--- src/rtl/btn_pulse_gen.sv ---
// btn_pulse_gen: per-channel push-button conditioning.
// Each of N channels synchronises one raw asynchronous button, debounces it, and produces a
// registered clean level plus one-cycle press, release and auto-repeat pulses.
//
// Ports:
//   clk_i      system clock, all state updates on the rising edge
//   rst_i      synchronous active-high reset
//   btn_in_i   raw asynchronous buttons, 1 = pressed
//   level_o    debounced button state
//   press_o    one-cycle pulse when a press is accepted
//   release_o  one-cycle pulse when a release is accepted
//   pulse_o    press OR auto-repeat pulse, intended as a register enable
module btn_pulse_gen #(
  parameter int unsigned N               = 3,
  parameter int unsigned SYNC_STAGES     = 2,         // minimum 2
  parameter int unsigned DEBOUNCE_CYCLES = 1000000,   // minimum 1
  parameter int unsigned REPEAT_DELAY    = 0,         // 0 disables auto-repeat
  parameter int unsigned REPEAT_PERIOD   = 25000000   // minimum 1
) (
  input  logic         clk_i,
  input  logic         rst_i,
  input  logic [N-1:0] btn_in_i,
  output logic [N-1:0] level_o,
  output logic [N-1:0] press_o,
  output logic [N-1:0] release_o,
  output logic [N-1:0] pulse_o
);

  localparam int unsigned DbW    = $clog2(DEBOUNCE_CYCLES + 1);
  localparam int unsigned RptMax = (REPEAT_DELAY > REPEAT_PERIOD) ? REPEAT_DELAY : REPEAT_PERIOD;
  localparam int unsigned RptW   = $clog2(RptMax + 1);

  localparam logic [DbW-1:0]  DbLast     = DbW'(DEBOUNCE_CYCLES - 1);
  // Only meaningful when auto-repeat is enabled; RepeatEn guards every use.
  localparam logic [RptW-1:0] DelayLast  = RptW'(REPEAT_DELAY - 1);
  localparam logic [RptW-1:0] PeriodLast = RptW'(REPEAT_PERIOD - 1);
  localparam bit              RepeatEn   = (REPEAT_DELAY != 0);

  typedef enum logic [1:0] {
    StIdle,
    StHeld,
    StRepeat
  } state_e;

  // Synchroniser: index 0 captures the raw pins, index SYNC_STAGES-1 is the usable value.
  logic [SYNC_STAGES-1:0][N-1:0] sync_q;

  always_ff @(posedge clk_i) begin
    if (rst_i) begin
      sync_q <= '0;
    end else begin
      sync_q <= {sync_q[SYNC_STAGES-2:0], btn_in_i};
    end
  end

  for (genvar i = 0; i < N; i++) begin : g_ch
    state_e          state_q, state_d;
    logic [DbW-1:0]  db_cnt_q, db_cnt_d;
    logic [RptW-1:0] rpt_cnt_q, rpt_cnt_d;
    logic            s;
    logic            level_q, level_d;
    logic            press_q, press_d;
    logic            release_q, release_d;
    logic            pulse_q, pulse_d;
    logic            rpt_fire;

    assign s = sync_q[SYNC_STAGES-1][i];

    always_comb begin
      state_d   = state_q;
      db_cnt_d  = db_cnt_q;
      rpt_cnt_d = rpt_cnt_q;
      level_d   = level_q;
      press_d   = 1'b0;
      release_d = 1'b0;
      rpt_fire  = 1'b0;

      // Debounce: a level change is accepted only after DEBOUNCE_CYCLES consecutive
      // mismatching samples; any sample agreeing with the level restarts the count.
      if (s == level_q) begin
        db_cnt_d = '0;
      end else if (db_cnt_q == DbLast) begin
        db_cnt_d  = '0;
        level_d   = s;
        press_d   = s;
        release_d = ~s;
      end else begin
        db_cnt_d = db_cnt_q + 1'b1;
      end

      unique case (state_q)
        StIdle: begin
          rpt_cnt_d = '0;
          if (press_d) begin
            state_d = StHeld;
          end
        end
        StHeld: begin
          // Release is checked first so it wins over a coincident terminal count.
          if (release_d) begin
            state_d = StIdle;
          end else if (RepeatEn) begin
            if (rpt_cnt_q == DelayLast) begin
              state_d   = StRepeat;
              rpt_cnt_d = '0;
              rpt_fire  = 1'b1;
            end else begin
              rpt_cnt_d = rpt_cnt_q + 1'b1;
            end
          end
        end
        StRepeat: begin
          if (release_d) begin
            state_d = StIdle;
          end else if (rpt_cnt_q == PeriodLast) begin
            rpt_cnt_d = '0;
            rpt_fire  = 1'b1;
          end else begin
            rpt_cnt_d = rpt_cnt_q + 1'b1;
          end
        end
        default: begin
          state_d = StIdle;
        end
      endcase

      pulse_d = press_d | rpt_fire;
    end

    always_ff @(posedge clk_i) begin
      if (rst_i) begin
        state_q   <= StIdle;
        db_cnt_q  <= '0;
        rpt_cnt_q <= '0;
        level_q   <= 1'b0;
        press_q   <= 1'b0;
        release_q <= 1'b0;
        pulse_q   <= 1'b0;
      end else begin
        state_q   <= state_d;
        db_cnt_q  <= db_cnt_d;
        rpt_cnt_q <= rpt_cnt_d;
        level_q   <= level_d;
        press_q   <= press_d;
        release_q <= release_d;
        pulse_q   <= pulse_d;
      end
    end

    assign level_o[i]   = level_q;
    assign press_o[i]   = press_q;
    assign release_o[i] = release_q;
    assign pulse_o[i]   = pulse_q;
  end

endmodule

--- config.mk ---
export PLATFORM = sky130hd
export DESIGN_NAME = btn_pulse_gen
export DESIGN_NICKNAME = d
export VERILOG_FILES = /design/src/rtl/btn_pulse_gen.sv
export SDC_FILE = /design/constraint.sdc
export NUM_CORES = 1
export LEC_CHECK = 0
export ABC_CLOCK_PERIOD_IN_PS = 2700
export CORE_MARGIN = 2
export CORE_UTILIZATION = 25
export CTS_BUF_LIST = sky130_fd_sc_hd__clkbuf_4 sky130_fd_sc_hd__clkbuf_8 sky130_fd_sc_hd__clkbuf_16
export DETAILED_ROUTE_END_ITERATION = 12
export HOLD_SLACK_MARGIN = 0.02
export SYNTH_ARGS = -nofsm -noshare
export SYNTH_HDL_FRONTEND = slang
export SYNTH_SLANG_ARGS = --single-unit
--- constraint.sdc ---
create_clock -name clk_i -period 2.7 [get_ports clk_i]
set_clock_uncertainty 0.05 [all_clocks]
set_input_delay 0.81 -clock clk_i [delete_from_list [all_inputs] [get_ports clk_i]]
set_output_delay 0.81 -clock clk_i [all_outputs]
set_load 0.02 [all_outputs]
# Word-level counts from Yosys, hierarchy flattened
# Cells that the tools add are included.
[classes]
n_eq_ne = 24
shifts = 0
n_addsub = 6
order_cmp = 0
bitwise_logic = 9
n_mul = 0
mux = 39
reduce_logical = 21
div_mod_pow = 0
[op_table]
columns = ["op", "n"]
rows = [
  ["$mux 25", 6],
  ["$pmux 25 s2", 3],
  ["$add 25x1->25 const B", 3],
  ["$eq 25x25->1 const B", 3],
  ["$add 20x1->20 const B", 3],
  ["$eq 20x20->1 const B", 3],
  ["$mux 1", 21],
  ["$reduce_and 2->1", 9],
  ["$mux 2", 6],
  ["$ne 2x2->1 const B", 6],
  ["$pmux 2 s2", 3],
  ["$reduce_or 3->1", 3],
  ["$eq 2x1->1 const B", 3],
  ["$eq 2x2->1 const B", 3],
  ["$logic_not 2->1", 3],
  ["$ne 2x1->1 const B", 3],
  ["$not 1->1", 6],
  ["$reduce_bool 2->1", 3],
  ["$reduce_or 2->1", 3],
  ["$eq 1x1->1", 3],
  ["$or 1x1->1", 3],
]
[word_totals]
word_cells = 122
romBits = 0
latchBits = 0
register_bits = 159
in_bits = 5
mem_bits_rw = 0
n_memories = 0
output_inout_bits = 12

# Logic depth before layout (Yosys ltp)
# Gate-level depths: netlist of the first run.
[depth]
depth_word = 6
depth_mapped = 6
depth_no_buf = 5

# Worst setup path after synthesis of the first run
# No wires, ideal clock.
[synth_path]
path_type = "flip-flop to flip-flop"
startpoint = "reg g_ch[1].db_cnt_q[13]"
endpoint = "reg g_ch[1].db_cnt_q[10]"
setup_ps = 115
synth_period_minus_slack_ps = 1977
stages_incl_launch_ff = 6
required_ps = 2535
t_arrival_ps = 1813
slack_ps = 723
path_buffers = 1
path_cell_list = "dfxtp_1 or4b_1 or4_4 o21ai_4 buf_6 nor2_1"
[synth_via]
elab_chain_cells = 2
[synth_rtl]
columns = ["item", "line", "source"]
rows = [
  ["start: declaration", "58", "logic [DbW-1:0] db_cnt_q, db_cnt_d;"],
  ["start signal: assignment", "141", "db_cnt_q <= db_cnt_d;"],
  ["$eq 20x20->1", "82", "end else if (db_cnt_q == DbLast) begin"],
  ["$reduce_or 3->1 (no line)", "n/a", ""],
]
# Every way passes these cells.
# A chain may end at the register's enable or synchronous reset.

# Final worst setup path of the first run
[layout_path]
startpoint = "reg g_ch[2].level_q"
endpoint = "out level_o[2]"
[layout_rtl]
columns = ["item", "line", "source"]
rows = [
  ["start: declaration", "61", "logic level_q, level_d;"],
  ["start signal: assignment", "143", "level_q <= level_d;"],
  ["end: declaration", "23", "output logic [N-1:0] level_o,"],
]
# No word-level cell between the ends.

==> impl_metrics.json, run 1 <==
{
  "outcome": "completed",
  "min_from": "g_ch[2].db_cnt_q[0]",
  "synth_edf_count": 0,
  "clk_pin_slew_ns": 0.06,
  "ys_types": 38,
  "syn2layout_area_growth_pct": 16.2,
  "rsz0062_at_grt": "no",
  "initial_core_util_pct": 25.3,
  "nNetsFinal": 384,
  "vias": 2564,
  "path_cells": "clkdlybuf4s50_1",
  "fmax_ghz": 0.448,
  "insertion_delay_ns": 0.33,
  "overflow": 0,
  "clockRootBuffer": "clkbuf_16",
  "crit_fanout": 4,
  "use_met2_pct": 13.6,
  "crit_type": "reg2out",
  "synth_area_um2": 3320,
  "first_pass_iters": 4,
  "gp_congestion": 0.751,
  "synth_top_family_by_area": "simple AND/OR/NAND/NOR gates",
  "synth.most_common_cell": "dfxtp_1",
  "fp.dieArea_um2": 14200,
  "cts_setup_buffers": 0,
  "cellPowerDensity_nw_per_um2": 586,
  "worst-path-buf-inv": 1,
  "crit_path_max_incr_delay_ns": 0.64,
  "die_h_um": 119,
  "slew_violations": 0,
  "place_hpwl_um": 4310,
  "drive_gt1_share_pct": 7.35,
  "async_flop_share_pct": 0,
  "yosys-top-cells-area": "dfxtp_1 45%, xor2_1 6.1%, nor2_1 4.6%",
  "whs_endpoint": "g_ch[2].db_cnt_q[0]",
  "finalCriticalPeriod_ns": 2.23,
  "setup_violations": 0,
  "crit-reg2reg-launch": "g_ch[1].db_cnt_q[9]",
  "clkSinkCount": 75,
  "yosysTopAreaCell": "dfxtp_1",
  "synthAdderAreaFrac_pct": 1.13,
  "synth_nets": 377,
  "rows": 42,
  "n_antenna_cell": 0,
  "drt-total-wl_um": 6240,
  "worst_pin_slew_ns": 0.497,
  "ctsHoldBuffers": 0,
  "grt.busiest_layer": "met2",
  "r2r_setup_slack_ns": 0.48,
  "ios": 17,
  "numCtsBuffers": 9,
  "ir_drop_mv": 0.272,
  "avgSynthCellArea_um2": 8.99,
  "drt_iter0_markers": 174,
  "grt_pass1_wl_um": 11300,
  "cts_buffer_depth": 2,
  "synth_top_area_share_pct": 45.3,
  "grtUsageTotal_pct": 9.68,
  "coreArea_um2": 13100,
  "grt_max_degree": 20,
  "min_period_over_period_pct": 82.6,
  "numPortBuffers": 16,
  "synth-xor-area-share_pct": 9.51,
  "worst_hold_path.num_cells": 1,
  "antenna_found_initial": 0,
  "endpoint_kind": "primary output",
  "yosys_most_used_dff": "dfxtp_1",
  "final_antenna_net_count": 0,
  "via_per_inst": 4.60,
  "slowest_stage": "clkdlybuf4s50_1",
  "drc_errors": 0,
  "grt_pass1_vias": 2464,
  "htreeDepth": 3,
  "ys_seq_area_share_pct": 45.3,
  "power_leakage_nw": 1.14,
  "fillers": 1345,
  "start_kind": "flip-flop",
  "yosys.area_share.simple_pct": 30.5,
  "slew_headroom_pct": 66.4,
  "use_met1_pct": 13.5,
  "finalSetupTns_ns": 0,
  "cts_tree": "built",
  "final_cells": 557,
  "routedWlPerCell_um": 11.2,
  "synth_common_cells": "75 x dfxtp_1, 41 x nor2_1, 24 x a21oi_1, 23 x xor2_1, 22 x nand3_1",
  "place_inst": 541,
  "grtUsageMet3_pct": 3.07,
  "drv_cap": 0,
  "timing.rr.end": "g_ch[1].db_cnt_q[12]",
  "die-width_um": 119,
  "crit_family": "buffers and inverters",
  "synth_compound_area_share_pct": 8.60,
  "synthMuxAreaShare_pct": 0,
  "hold_class": "reg2reg",
  "arrival_ns": 1.37,
  "reg2reg_depth": 4,
  "synth_seq_cells": 75,
  "cts_resized": 0,
  "ys.warnings.count": 0,
  "required_ns": 1.84,
  "syn_inst": 369,
  "final_hold_viol_count": 0
}
report_power, final:
part           leakage (nW)  internal, mW  switching, mW
logic                 0.392        0.0115         0.0156
registers             0.605          1.11        0.00379
clock network         0.138         0.678          0.436
total                  1.14          1.80          0.456
kinds of logic (layout without fill, tap and decap cells):
family                   after synthesis  after routing
XOR/XNOR                              36             36
AO/OA/AOI/OAI                         48             48
flip-flops                            75             75
adder cells (fa/ha/maj)                3              3
buffers and inverters                 27             39
AND/OR/NAND/NOR                      180            180
routing by layer:
| layer | share of wire (%) | up-vias |
|---|---|---|
| met5 | 0 | - |
| met4 | 2.3 | 0 |
| met3 | 3.8 | 10 |
| met2 | 41 | 39 |
| met1 | 53 | 1192 |
| li1 | - | 1323 |
area by class of cell:
type | instances | area (um^2) | area share, %
tap | 176 | 220 | 5.72
clock inverter | 4 | 25.0 | 0.650
clock buffer | 12 | 260 | 6.76
timing repair buffer | 18 | 175 | 4.55
multi-input combinational | 267 | 1650 | 42.9
sequential | 75 | 1500 | 39.0
inverter | 5 | 18.8 | 0.487
worst max-delay path by stage:
| stage | endpoint | start | cells after the start |
|---|---|---|---|
| 6_report | level_o[2] | g_ch[2].level_q | 1 |
| 5_1_grt | g_ch[1].db_cnt_q[6] | g_ch[1].db_cnt_q[9] | 4 |
| 4_1_cts | level_o[2] | g_ch[2].level_q | 1 |
| 3_5_place_dp | g_ch[1].db_cnt_q[16] | rst_i | 4 |
| 3_3_place_gp | g_ch[1].db_cnt_q[16] | rst_i | 4 |
| 2_1_floorplan | g_ch[1].db_cnt_q[10] | g_ch[1].db_cnt_q[13] | 5 |
through the flow:
step | setup WS (ns) | hold slack (ns) | util (%) | total power, mW | area, um^2
2_1_floorplan | 0.723 | 0.363 | - | 1.16 | 3320
3_3_place_gp | 0.405 | 0.372 | 27.3 | 1.17 | 3570
3_5_place_dp | 0.322 | 0.382 | 27.3 | 1.17 | 3570
4_1_cts | 0.436 | 0.390 | 29.4 | 2.30 | 3850
5_1_grt | 0.330 | 0.412 | 29.4 | 2.34 | 3850
6_report | 0.470 | 0.389 | 29.4 | 2.26 | 3850
registers in the layout, summed over array words and instances, names as in the netlist:
name            count
g_ch.db_cnt_q      60
g_ch.s              3
g_ch.pulse_q        1
sync_q              3
g_ch.release_q      3
g_ch.press_q        2
g_ch.level_q        3
layout by cell type, fill, tap and decap left out, types with 7 or more instances in the layout:
cell,n
a21oi_1,24
and3_1,7
clkbuf_16,9
clkdlybuf4s50_1,16
dfxtp_1,75
nand2_1,17
nand2b_1,8
nand3_1,22
nand4_1,20
nor2_1,41
nor3_1,9
o21ai_0,12
o31ai_1,9
or3_1,10
or4_1,11
xnor2_1,13
xor2_1,23
(Power assumes the default switching activity.)
==> run 2, diff against run 1 <==
--- a/config.mk
+++ b/config.mk
@@ -5,7 +5,7 @@
 export SDC_FILE = /design/constraint.sdc
 export NUM_CORES = 1
 export LEC_CHECK = 0
-export ABC_CLOCK_PERIOD_IN_PS = 2700
+export ABC_CLOCK_PERIOD_IN_PS = 2310
 export CORE_MARGIN = 2
 export CORE_UTILIZATION = 25
 export CTS_BUF_LIST = sky130_fd_sc_hd__clkbuf_4 sky130_fd_sc_hd__clkbuf_8 sky130_fd_sc_hd__clkbuf_16
==> constraint.sdc (replaced) <==
create_clock -name clk_i -period 2.31 [get_ports clk_i]
set_clock_uncertainty 0.05 [all_clocks]
set_input_delay 0.693 -clock clk_i [delete_from_list [all_inputs] [get_ports clk_i]]
set_output_delay 0.693 -clock clk_i [all_outputs]
set_load 0.02 [all_outputs]
==> impl_metrics.json, run 2 (synthesis gave the netlist of run 1 again) <==
{
  "slowest_stage": "clkdlybuf4s50_1",
  "endpoint_kind": "primary output",
  "setup_violations": 0,
  "timing.rr.end": "g_ch[1].db_cnt_q[19]",
  "finish.utilization_pct": 30.4,
  "clkSinkCount": 75,
  "overflow": 0,
  "rsz0062_at_grt": "no",
  "layout_commonest_cell": "dfxtp_1",
  "hold_class": "reg2reg",
  "grtUsageTotal_pct": 9.70,
  "finalCriticalPeriod_ns": 2.11,
  "largest_reg_flops": 60,
  "syn2layout_area_growth_pct": 19.9,
  "min_period_over_period_pct": 91.5,
  "cts_tree": "built",
  "power_switching_uw": 538,
  "drt-total-wl_um": 6460,
  "gp_congestion": 0.743,
  "routedWlPerCell_um": 11.5,
  "clk_pin_slew_ns": 0.06,
  "outcome": "completed",
  "crit_path_max_incr_delay_ns": 0.64,
  "cts_resized": 0,
  "ctsHoldBuffers": 0,
  "die-width_um": 119,
  "initial_core_util_pct": 25.3,
  "arrival_ns": 1.37,
  "ir_drop_mv": 0.349,
  "sw_frac_of_total_pct": 18.8,
  "finalPower_mw": 2.86,
  "first_pass_iters": 4,
  "critPathLaunch": "g_ch[0].level_q",
  "drv_cap": 0,
  "cts_buffer_depth": 2,
  "grt_pass1_vias": 2459,
  "power_frac_seq_pct": 45.6,
  "n_antenna_cell": 0,
  "final_hold_viol_count": 0,
  "worst_pin_slew_ns": 0.474,
  "slew_violations": 0,
  "crit_type": "reg2out",
  "drt_iter0_markers": 137,
  "rows": 42,
  "drc_errors": 0,
  "finalSetupTns_ns": 0,
  "path_depth": 1,
  "cellPowerDensity_nw_per_um2": 719,
  "use_met2_pct": 15.7,
  "cp-endpoint": "level_o[0]",
  "numPortBuffers": 16,
  "start_kind": "flip-flop",
  "reg2reg_depth": 5,
  "ios": 17,
  "grtUsageMet3_pct": 3.30,
  "cts_setup_buffers": 0,
  "power_leakage_nw": 1.21,
  "r2r_setup_slack_ns": 0.26,
  "grt.busiest_layer": "met2",
  "power_frac_comb_pct": 1.4,
  "largest-register": "g_ch.db_cnt_q",
  "final_cell_mix": "75 x dfxtp_1, 41 x nor2_1, 24 x a21oi_1",
  "fmax_ghz": 0.473,
  "vias": 2589,
  "intPower_mw": 2.32,
  "crit_family": "buffers and inverters",
  "htreeDepth": 3,
  "power_frac_clock_pct": 53.0,
  "insertion_delay_ns": 0.33,
  "grt_max_degree": 20,
  "fp.dieArea_um2": 14200,
  "worst-path-buf-inv": 1,
  "clockRootBuffer": "clkbuf_16",
  "final_antenna_net_count": 0,
  "nNetsFinal": 390,
  "crit_fanout": 4,
  "worst_hold_path.num_cells": 1,
  "grt_pass1_wl_um": 11100,
  "place_hpwl_um": 4550,
  "die_h_um": 119,
  "crit-reg2reg-launch": "g_ch[1].db_cnt_q[9]",
  "numCtsBuffers": 9,
  "path_cells": "clkdlybuf4s50_1",
  "coreArea_um2": 13100,
  "slew_headroom_pct": 67.9,
  "via_per_inst": 4.60,
  "antenna_found_initial": 0,
  "drive_gt1_share_pct": 8.79,
  "use_met1_pct": 11.7,
  "required_ns": 1.57
}
[run 2: changes by cell type in the layout (fill, tap and decap cells not counted), moves of 2 or more]
cell        change
buf_12          +3
buf_4           +3
bufinv_16       +2
clkinvlp_4      -2
[run 2: layer usage]
layer	share of wire, %	vias to the layer above
met5	0	-
met4	1.9	0
met3	3.7	8
met2	48	42
met1	46	1200
li1	-	1339
[run 2: worst min path at each step]
| stage | from | end | slack, ns |
|---|---|---|---|
| floorplan | g_ch[2].db_cnt_q[0] | g_ch[2].db_cnt_q[0] | 0.36 |
| global placement | g_ch[2].db_cnt_q[0] | g_ch[2].db_cnt_q[0] | 0.37 |
| detailed placement | sync_q[0] | g_ch[0].s | 0.38 |
| CTS | sync_q[0] | g_ch[0].s | 0.39 |
| global route | g_ch[2].db_cnt_q[0] | g_ch[2].db_cnt_q[0] | 0.41 |
| finish | sync_q[0] | g_ch[0].s | 0.39 |
[run 2: layout make-up]
cell class,instances,area [um^2]
multi-input cells,267,1650
flip-flops and latches,75,1500
clock buffers,12,254
well taps,176,220
clock inverters,4,73.8
fillers,1324,9110
repair buffers,24,258
inverters,5,18.8
[run 2: power groups by stage]
stage	registers [mW]	logic (mW)	clock network (mW)
after floorplan	1.33	0.0200	0
after CTS	1.30	0.0409	1.55
final	1.30	0.0402	1.51
after global placement	1.33	0.0401	0
after detailed placement	1.33	0.0407	0
after global routing	1.30	0.0435	1.61
[run 2: stage by stage]
stage / setup WS, ns / instances / hold WS (ns) / area (um^2)
2_1_floorplan: 0.333 / 369 / 0.363 / 3320
3_3_place_gp: 0.240 / 547 / 0.371 / 3650
3_5_place_dp: 0.182 / 547 / 0.376 / 3650
4_1_cts: 0.175 / 563 / 0.395 / 3980
5_1_grt: 0.140 / 563 / 0.409 / 3980
6_report: 0.197 / 563 / 0.395 / 3980
==> run 3, diff against run 2 <==
--- a/config.mk
+++ b/config.mk
@@ -6,7 +6,6 @@
 export NUM_CORES = 1
 export LEC_CHECK = 0
 export ABC_CLOCK_PERIOD_IN_PS = 2310
-export CORE_MARGIN = 2
 export CORE_UTILIZATION = 25
 export CTS_BUF_LIST = sky130_fd_sc_hd__clkbuf_4 sky130_fd_sc_hd__clkbuf_8 sky130_fd_sc_hd__clkbuf_16
 export DETAILED_ROUTE_END_ITERATION = 12
==> impl_metrics.json, run 3 (synthesis gave the netlist of run 1 again) <==
{
  "ff_latch_area_um2": 1500,
  "largest_reg_flops": 60,
  "routedWlPerCell_um": 11.9,
  "arrival_ns": 1.36,
  "place_hpwl_um": 4790,
  "crit_fanout": 4,
  "overflow": 0,
  "place_inst": 544,
  "ios": 17,
  "clkSinkCount": 75,
  "crit_path_max_incr_delay_ns": 0.63,
  "power_switching_uw": 540,
  "start_kind": "flip-flop",
  "n_antenna_cell": 0,
  "worst_pin_slew_ns": 0.437,
  "drt_iter0_markers": 215,
  "layout_commonest_cell": "dfxtp_1",
  "design_area_um2": 3920,
  "crit_family": "buffers and inverters",
  "path_cells": "clkdlybuf4s50_1",
  "post-place-ws_ns": 0.137,
  "cts_setup_buffers": 0,
  "grt_max_degree": 20,
  "cts_tree": "built",
  "drt-total-wl_um": 6640,
  "fp.dieArea_um2": 13700,
  "final_hold_viol_count": 0,
  "cts_buffer_depth": 2,
  "slowest_stage": "clkdlybuf4s50_1",
  "setup_violations": 0,
  "sw_frac_of_total_pct": 19.9,
  "ctsHoldBuffers": 0,
  "crit_type": "reg2out",
  "min_period_over_period_pct": 91.2,
  "slew_headroom_pct": 70.5,
  "rsz0062_at_grt": "no",
  "power_frac_comb_pct": 1.4,
  "die_h_um": 117,
  "power_leakage_nw": 1.19,
  "numPortBuffers": 16,
  "final_antenna_net_count": 0,
  "final_cell_mix": "75 x dfxtp_1, 41 x nor2_1, 24 x a21oi_1",
  "largest-register": "g_ch.db_cnt_q",
  "rows": 41,
  "ir_drop_mv": 0.449,
  "outcome": "completed",
  "cts_resized": 0,
  "initial_core_util_pct": 26.0,
  "power_frac_seq_pct": 48.1,
  "intPower_mw": 2.17,
  "first_pass_iters": 4,
  "finalPower_mw": 2.71,
  "clk_pin_slew_ns": 0.06,
  "die-width_um": 117,
  "grt_pass1_vias": 2476,
  "hold_class": "reg2reg",
  "insertion_delay_ns": 0.33,
  "gp_congestion": 0.805,
  "numCtsBuffers": 9,
  "grt_pass1_wl_um": 11400,
  "layout_setup_ws_ns": 0.204,
  "vias": 2610,
  "worst-path-buf-inv": 1,
  "multi_input_area_um2": 1650,
  "slew_violations": 0,
  "finalCriticalPeriod_ns": 2.11,
  "syn2layout_area_growth_pct": 18.2,
  "via_per_inst": 4.66,
  "power_frac_clock_pct": 50.6,
  "fmax_ghz": 0.475,
  "coreArea_um2": 12800,
  "fillers": 1318,
  "nNetsFinal": 391,
  "grtUsageTotal_pct": 10.6,
  "drive_gt1_share_pct": 9.02,
  "drc_errors": 0,
  "antenna_found_initial": 0,
  "htreeDepth": 3,
  "required_ns": 1.57,
  "finalSetupTns_ns": 0,
  "whs_ns": 0.386,
  "drv_cap": 0,
  "final_cells": 560,
  "cellPowerDensity_nw_per_um2": 692,
  "clockRootBuffer": "clkbuf_16",
  "finish.utilization_pct": 30.7,
  "placement.cell_area_um2": 3630,
  "endpoint_kind": "primary output"
}
run 3: changes by cell type in the layout (fill, tap and decap cells not counted), sizes merged:
cell	delta
buf	+1
bufinv	-1
clkinv	+3
clkbuf	-2
run 3: power by group through the flow:
stage	Sequential [mW]	Clock (mW)	Combinational, mW
after floorplan	1.33	0	0.0200
after global placement	1.33	0	0.0365
after detailed placement	1.33	0	0.0378
after CTS	1.30	1.41	0.0380
after global routing	1.30	1.47	0.0411
final	1.30	1.37	0.0375
run 3: cell type report:
class / count / area share, %
multi-input cells: 267 / 42.1
flip-flops and latches: 75 / 38.3
inverters: 5 / 0.479
clock inverters: 6 / 1.40
clock buffers: 10 / 6.10
well taps: 172 / 5.49
repair buffers: 25 / 6.13
run 3: routing by layer:
layer	vias up	global-route usage [%]	share of wire (%)
li1	1334	-	-
met1	1235	13.0	48
met2	32	17.2	47
met3	9	3.86	3.6
met4	0	3.88	1.6
met5	-	0	0
run 3: final timing paths:
check / slack (ns) / start / cells past startpoint / to
max: 0.20 / g_ch[2].level_q / 1 / level_o[2]
min: 0.39 / sync_q[0] / 1 / g_ch[0].s
max reg2reg: 0.28 / g_ch[1].db_cnt_q[9] / 5 / g_ch[1].db_cnt_q[19]
min reg2reg: 0.39 / sync_q[0] / 1 / g_ch[0].s
